===== src/rtl/logic_unit_seq_ctrl.sv =====
// Self-test sequencer: sweeps vectors 0..PATTERN_LAST into the registered logic unit and scores its outputs.
// Define SEQ_FIRST_ERR_EN to add the first-mismatch capture ports (o_first_err_vld / o_first_err_vec).
module logic_unit_seq_ctrl #(
  parameter int PATTERN_LAST = 31,
  parameter int ERR_CNT_W    = 6
) (
  input  logic                 i_clk,
  input  logic                 i_rst,
  input  logic                 i_start,
  input  logic                 i_abort,
  output logic [4:0]           o_dut_in,
  input  logic [2:0]           i_dut_out,
  output logic                 o_busy,
  output logic                 o_done,
  output logic                 o_pass,
  output logic [ERR_CNT_W-1:0] o_err_cnt
`ifdef SEQ_FIRST_ERR_EN
  ,
  output logic                 o_first_err_vld,
  output logic [4:0]           o_first_err_vec
`endif
);

  // Vector index is 5 bits wide, so anything past 31 would wrap; clamp instead.
  localparam logic [4:0] LAST_VEC = (PATTERN_LAST >= 31) ? 5'd31 : 5'(PATTERN_LAST);

  typedef enum logic [1:0] {
    S_IDLE,
    S_APPLY,
    S_CHECK,
    S_FIN
  } state_t;

  state_t               r_state;
  logic [4:0]           r_vec;
  logic [4:0]           r_dut_in;
  logic                 r_busy;
  logic                 r_done;
  logic                 r_pass;
  logic [ERR_CNT_W-1:0] r_err_cnt;
`ifdef SEQ_FIRST_ERR_EN
  logic                 r_first_vld;
  logic [4:0]           r_first_vec;
`endif

  logic [2:0]           w_golden;
  logic                 w_mismatch;
  logic [ERR_CNT_W-1:0] w_err_next;

  always_comb begin
    w_golden[0] = ~(~(r_vec[0] | r_vec[1]) & r_vec[2]);
    w_golden[1] = ~(r_vec[1] & r_vec[2]);
    w_golden[2] = ~r_vec[3] | r_vec[2] | r_vec[4];
  end

  assign w_mismatch = (i_dut_out != w_golden);
  assign w_err_next = (w_mismatch && !(&r_err_cnt)) ? r_err_cnt + ERR_CNT_W'(1) : r_err_cnt;

  // NOTE: state is updated with non-blocking assignments so every register samples pre-edge values.
  always_ff @(posedge i_clk or posedge i_rst) begin
    if (i_rst) begin
      r_state   <= S_IDLE;
      r_vec     <= '0;
      r_dut_in  <= '0;
      r_busy    <= 1'b0;
      r_done    <= 1'b0;
      r_pass    <= 1'b0;
      r_err_cnt <= '0;
`ifdef SEQ_FIRST_ERR_EN
      r_first_vld <= 1'b0;
      r_first_vec <= '0;
`endif
    end else begin
      case (r_state)
        S_IDLE, S_FIN: begin
          if (i_abort) begin
            r_state <= S_IDLE;
            r_done  <= 1'b0;
            r_pass  <= 1'b0;
          end else if (i_start) begin
            r_state   <= S_APPLY;
            r_vec     <= '0;
            r_dut_in  <= '0;
            r_busy    <= 1'b1;
            r_done    <= 1'b0;
            r_pass    <= 1'b0;
            r_err_cnt <= '0;
`ifdef SEQ_FIRST_ERR_EN
            r_first_vld <= 1'b0;
            r_first_vec <= '0;
`endif
          end
        end

        S_APPLY: begin
          if (i_abort) begin
            r_state  <= S_IDLE;
            r_busy   <= 1'b0;
            r_dut_in <= '0;
          end else begin
            r_state <= S_CHECK;
          end
        end

        S_CHECK: begin
          // Abort skips scoring this vector; the count so far stays visible.
          if (i_abort) begin
            r_state  <= S_IDLE;
            r_busy   <= 1'b0;
            r_dut_in <= '0;
          end else begin
            r_err_cnt <= w_err_next;
`ifdef SEQ_FIRST_ERR_EN
            if (w_mismatch && !r_first_vld) begin
              r_first_vld <= 1'b1;
              r_first_vec <= r_vec;
            end
`endif
            if (r_vec == LAST_VEC) begin
              r_state  <= S_FIN;
              r_busy   <= 1'b0;
              r_done   <= 1'b1;
              r_pass   <= (w_err_next == '0);
              r_dut_in <= '0;
            end else begin
              r_state  <= S_APPLY;
              r_vec    <= r_vec + 5'd1;
              r_dut_in <= r_vec + 5'd1;
            end
          end
        end

        default: r_state <= S_IDLE;
      endcase
    end
  end

  assign o_dut_in  = r_dut_in;
  assign o_busy    = r_busy;
  assign o_done    = r_done;
  assign o_pass    = r_pass;
  assign o_err_cnt = r_err_cnt;
`ifdef SEQ_FIRST_ERR_EN
  assign o_first_err_vld = r_first_vld;
  assign o_first_err_vec = r_first_vec;
`endif

endmodule


===== config.mk =====
export PLATFORM = sky130hd
export DESIGN_NAME = logic_unit_seq_ctrl
export DESIGN_NICKNAME = d
export VERILOG_FILES = /design/src/rtl/logic_unit_seq_ctrl.sv
export SDC_FILE = /design/constraint.sdc
export NUM_CORES = 1
export LEC_CHECK = 0
export ABC_AREA = 1
export ABC_CLOCK_PERIOD_IN_PS = 2200
export BUFFER_PORTS_ARGS = -buffer_cell sky130_fd_sc_hd__buf_2
export CAP_MARGIN = 40
export CORE_AREA = 2 2 60 56
export CTS_BUF_LIST = sky130_fd_sc_hd__clkbuf_4
export CTS_CLUSTER_DIAMETER = 30
export DETAILED_ROUTE_END_ITERATION = 10
export DIE_AREA = 0 0 62 58
export HOLD_SLACK_MARGIN = 0.12
export SETUP_SLACK_MARGIN = 0.02
export SYNTH_ARGS = -nofsm -noshare
export SYNTH_HDL_FRONTEND = slang
export SYNTH_SLANG_ARGS = --single-unit

===== constraint.sdc =====
create_clock -name i_clk -period 2.2 [get_ports i_clk]
set_input_delay 0.55 -clock i_clk [delete_from_list [all_inputs] [get_ports i_clk]]
set_output_delay 0.55 -clock i_clk [all_outputs]
set_load 0.05 [all_outputs]

==> reports/qor.log <==
INFO  place          post-place-ws=0.2699ns
INFO  global_route   grt_pass1_vias=1085
INFO  timing         whs=0.2471ns
INFO  place          dp_hpwl=2215um
INFO  layout         design.final.nets=211
INFO  flow_run       maxCapViolCount=0
INFO  pwr            vdd_drop_max=0.0005462V
INFO  timing         tns=0ns
INFO  logic_synthesis synth_simple_gate_area_share=25.65%
INFO  pwr            power_per_cell_area=762.8mW/mm^2
INFO  logic_synthesis synth-seq-area-share=40.66%
INFO  timing         number_of_max_slew_violations_in_the_final_report=0
INFO  global_route   track_usage=17.31%
INFO  logic_synthesis synth_fp_nets=186
INFO  layout         layout-drive-gt1-share=20.81%
INFO  timing         final_min_period_over_clock_period=88.86%
INFO  logic_synthesis synth_mux_area_share=0%
INFO  timing         worst_clock_skew=0.004958ns
INFO  logic_synthesis synth.avg_cell_area=7.471squm
INFO  floorplan      dieHeight=58um
INFO  worst_setup_path arrival=2.14ns
INFO  cts            tritoncts_clock_tree=built
INFO  logic_synthesis synthesized_area_fraction_occupied_by_xor_and_xnor_cells=2.033%
INFO  logic_synthesis synth.yosys.warnings=0
INFO  timing         finalSetupViolations=0
INFO  cts            numClockSinks=21
INFO  timing         rsz0062_at_grt=no
INFO  detailed_routing route.antenna.remaining_nets=0
INFO  cts            htreeDepth=1
INFO  logic_synthesis synth_cell_types=23
INFO  global_route   grt_first_pass_wirelength=4574um
INFO  detailed_routing drt_first_iter_violations=46
INFO  cts            cts.repair_timing.setup_buffer_count=0
INFO  detailed_routing drt_wl_total=2854um
INFO  logic_synthesis synth-adder-area-share=5.808%
INFO  cts            cts_inserted_buffers=3
INFO  layout         layout-area-overhead-vs-synth=13.65%
INFO  timing         max_freq=511.6MHz
INFO  floorplan      rows=19
INFO  detailed_routing route.detailed.wl_per_inst=11.94um
INFO  timing         setup_ws_post_layout=0.2452ns
INFO  detailed_routing firstDrtPassIters=4
INFO  layout         n_antenna_cell=0
INFO  pwr            fin_total_pwr=0.001121W
INFO  worst_setup_path timing.critical_path.slowest_stage_cell=sky130_fd_sc_hd__dfrtp_1
INFO  floorplan      design.core.area=0.002972sqmm
INFO  global_route   grt_overflow=0
INFO  timing         tightestPinTransition=0.3525ns
INFO  run_status     status=finished clean
INFO  cts            ctsRootBufferMaster=sky130_fd_sc_hd__clkbuf_4
INFO  place          port_buffers=20
INFO  logic_synthesis synth_top_family_by_area=simple AND/OR/NAND/NOR gates
INFO  detailed_routing via_count=1199
INFO  logic_synthesis synth.ff_latch_count=21
INFO  timing         period_needed=1.955ns
INFO  floorplan      start_util=43.49%
INFO  logic_synthesis post_synth_instance_area=0.001292sqmm
INFO  worst_setup_path crit_chain=inv_1 > ha_1 > inv_2 > nor2_2 > nor2_2 > inv_1 > nor2_2 > inv_2 > a21oi_2 > o21ai_0
INFO  floorplan      ios=21
INFO  layout         post-route-cell-area=0.001469sqmm
INFO  timing         worst_slew_margin_rel=76.47%
INFO  place          area_after_detailed_placement=0.001441sqmm
INFO  floorplan      die-area=0.003596sqmm
INFO  cts            clk_path_buf_depth=2
INFO  global_route   maximum_number_of_pins_on_one_net_before_global_route_repair=22
INFO  cts            worstSkewPairLatency=0.31ns
INFO  logic_synthesis synth-compound-area-share=15.10%
INFO  worst_setup_path cp-start-kind=register
INFO  worst_setup_path cp_max_fo=8
INFO  floorplan      die_w=62um
INFO  logic_synthesis syn_inst=173
INFO  timing         count_of_final_hold_check_violations=0
INFO  worst_setup_path worstSetupPathType=register to register
INFO  worst_setup_path worst-endpoint-required=2.39ns
INFO  worst_setup_path worst_setup_path_end_kind=register
INFO  worst_setup_path cp_num_buf_inv=4
INFO  detailed_routing detail_route.drc_violations=0
INFO  place          place.gp.congestion=0.8200
INFO  worst_setup_path critical-path-top-delay-family=simple AND/OR/NAND/NOR gates
INFO  detailed_routing routed_via_density=5.017
INFO  pwr            power.leakage=0.7462nW
INFO  cts            cts.clk_slew.worst_paths=0.12ns
INFO  worst_setup_path cp_slowest_stage_delay=0.37ns
INFO  cts            ctsHoldBuffers=0
INFO  global_route   antenna_found_initial=0
INFO  layout         fillers=312
INFO  min_path       hold_path.class=input pin to async pin
INFO  cts            ctsResizeCount=0
INFO  worst_setup_path crit_top_cell=sky130_fd_sc_hd__nor2_2
==> flip-flops by register name, summed over array words and instances, names as in the netlist <==
register,count
r_vec,5
o_busy,1
o_done,1
o_pass,1
r_state,2
o_dut_in,5
o_err_cnt,6
==> tightest hold or removal path, stage by stage <==
cell and delay [ns]:
sky130_fd_sc_hd__buf_2 0.09, sky130_fd_sc_hd__inv_1 0.04, sky130_fd_sc_hd__buf_4 0.27
==> placed cells by master, fill, tap and decap left out, types with 2 or more instances in the layout <==
cell	synthesis	layout
sky130_fd_sc_hd__nand2_1	36	36
sky130_fd_sc_hd__inv_1	29	29
sky130_fd_sc_hd__o21ai_0	21	21
sky130_fd_sc_hd__dfrtp_1	21	21
sky130_fd_sc_hd__buf_2	0	20
sky130_fd_sc_hd__nor2_1	13	13
sky130_fd_sc_hd__nand3_1	12	12
sky130_fd_sc_hd__ha_1	6	6
sky130_fd_sc_hd__inv_2	5	5
sky130_fd_sc_hd__o22ai_1	5	5
sky130_fd_sc_hd__nor2_2	4	4
sky130_fd_sc_hd__nand2_2	3	3
sky130_fd_sc_hd__o21ai_1	3	3
sky130_fd_sc_hd__clkbuf_4	0	3
sky130_fd_sc_hd__nand4_1	2	2
sky130_fd_sc_hd__xor2_1	2	2
sky130_fd_sc_hd__a21oi_1	2	2
sky130_fd_sc_hd__nor3_1	2	2
==> stage by stage <==
stage | std cells | utilization, %
after floorplan | 173 | -
after global placement | 235 | 48.51
after detailed placement | 235 | 48.51
after CTS | 239 | 49.43
after global routing | 239 | 49.43
final | 239 | 49.43
==> cells in the mapped netlist <==
| cell | count | area share [%] |
|---|---|---|
| sky130_fd_sc_hd__inv_2 | 5 | 1.5 |
| sky130_fd_sc_hd__a22o_1 | 1 | 0.68 |
| sky130_fd_sc_hd__ha_1 | 6 | 5.8 |
| sky130_fd_sc_hd__xnor2_1 | 1 | 0.68 |
| sky130_fd_sc_hd__o21ai_1 | 3 | 1.2 |
| sky130_fd_sc_hd__nand3_1 | 12 | 4.6 |
| sky130_fd_sc_hd__nor2_2 | 4 | 1.9 |
| sky130_fd_sc_hd__o21ai_0 | 21 | 8.1 |
| sky130_fd_sc_hd__nand4_1 | 2 | 0.97 |
| sky130_fd_sc_hd__a21oi_2 | 1 | 0.68 |
| sky130_fd_sc_hd__nand3_2 | 1 | 0.77 |
| sky130_fd_sc_hd__dfrtp_1 | 21 | 41 |
| sky130_fd_sc_hd__inv_1 | 29 | 8.4 |
| sky130_fd_sc_hd__o22ai_1 | 5 | 2.4 |
| sky130_fd_sc_hd__xor2_1 | 2 | 1.4 |
| sky130_fd_sc_hd__buf_6 | 1 | 0.87 |
| sky130_fd_sc_hd__nor3_1 | 2 | 0.77 |
| sky130_fd_sc_hd__a21oi_1 | 2 | 0.77 |
| sky130_fd_sc_hd__nand2_1 | 36 | 10 |
| sky130_fd_sc_hd__o21ai_4 | 1 | 1.3 |
| sky130_fd_sc_hd__nand2_4 | 1 | 0.87 |
| sky130_fd_sc_hd__nor2_1 | 13 | 3.8 |
| sky130_fd_sc_hd__nand2_2 | 3 | 1.5 |
==> final cells by class <==
class | count | area (sq um) | share of cell area [%]
sequential | 21 | 525.5 | 35.78
clock buffer | 3 | 22.52 | 1.533
tap | 42 | 52.55 | 3.578
multi-input combinational | 117 | 628.1 | 42.76
inverter | 34 | 127.6 | 8.688
clock inverter | 1 | 5.005 | 0.3407
timing repair buffer | 21 | 107.6 | 7.325
==> path summary, 6_finish.rpt <==
check                                             from                      end  slack (ns)  cells after the start
worst max-delay path            r_state[0]$_DFFE_PP0N_     r_vec[4]$_DFFE_PP0P_        0.25                     10
worst min-delay path                             i_rst  o_dut_in[3]$_DFFE_PP0P_        0.25                      3
worst max register to register  r_state[0]$_DFFE_PP0N_     r_vec[4]$_DFFE_PP0P_        0.25                     10
max in group asynchronous                        i_rst  o_dut_in[4]$_DFFE_PP0P_        1.74                      3
worst min register to register      o_done$_DFFE_PP0P_       o_done$_DFFE_PP0P_        0.49                      2
min in group i_clk                  o_done$_DFFE_PP0P_       o_done$_DFFE_PP0P_        0.49                      2
==> power by group <==
part | internal [W] | leakage [nW] | total (W) | switching, W
sequential | 0.000435 | 0.287 | 0.000467 | 0.0000322
combinational | 0.000119 | 0.441 | 0.000461 | 0.000343
clock | 0.0000680 | 0.0177 | 0.000192 | 0.000124
total | 0.000622 | 0.746 | 0.00112 | 0.000499
==> logic make-up after synthesis <==
family | after synthesis
fa+ha+maj | 6
flops | 21
compound gates | 34
buf+inv | 35
simple gates | 74
xor+xnor | 3
==> per-layer routing <==
metal,vias up,GRT usage [%],part of all wire [%]
met4,0,7.295,1.7
li1,602,-,-
met1,561,21.68,44
met2,31,29.02,50
met3,5,2.679,3.7
met5,-,0,0
Power figures use the tool's default switching activity.
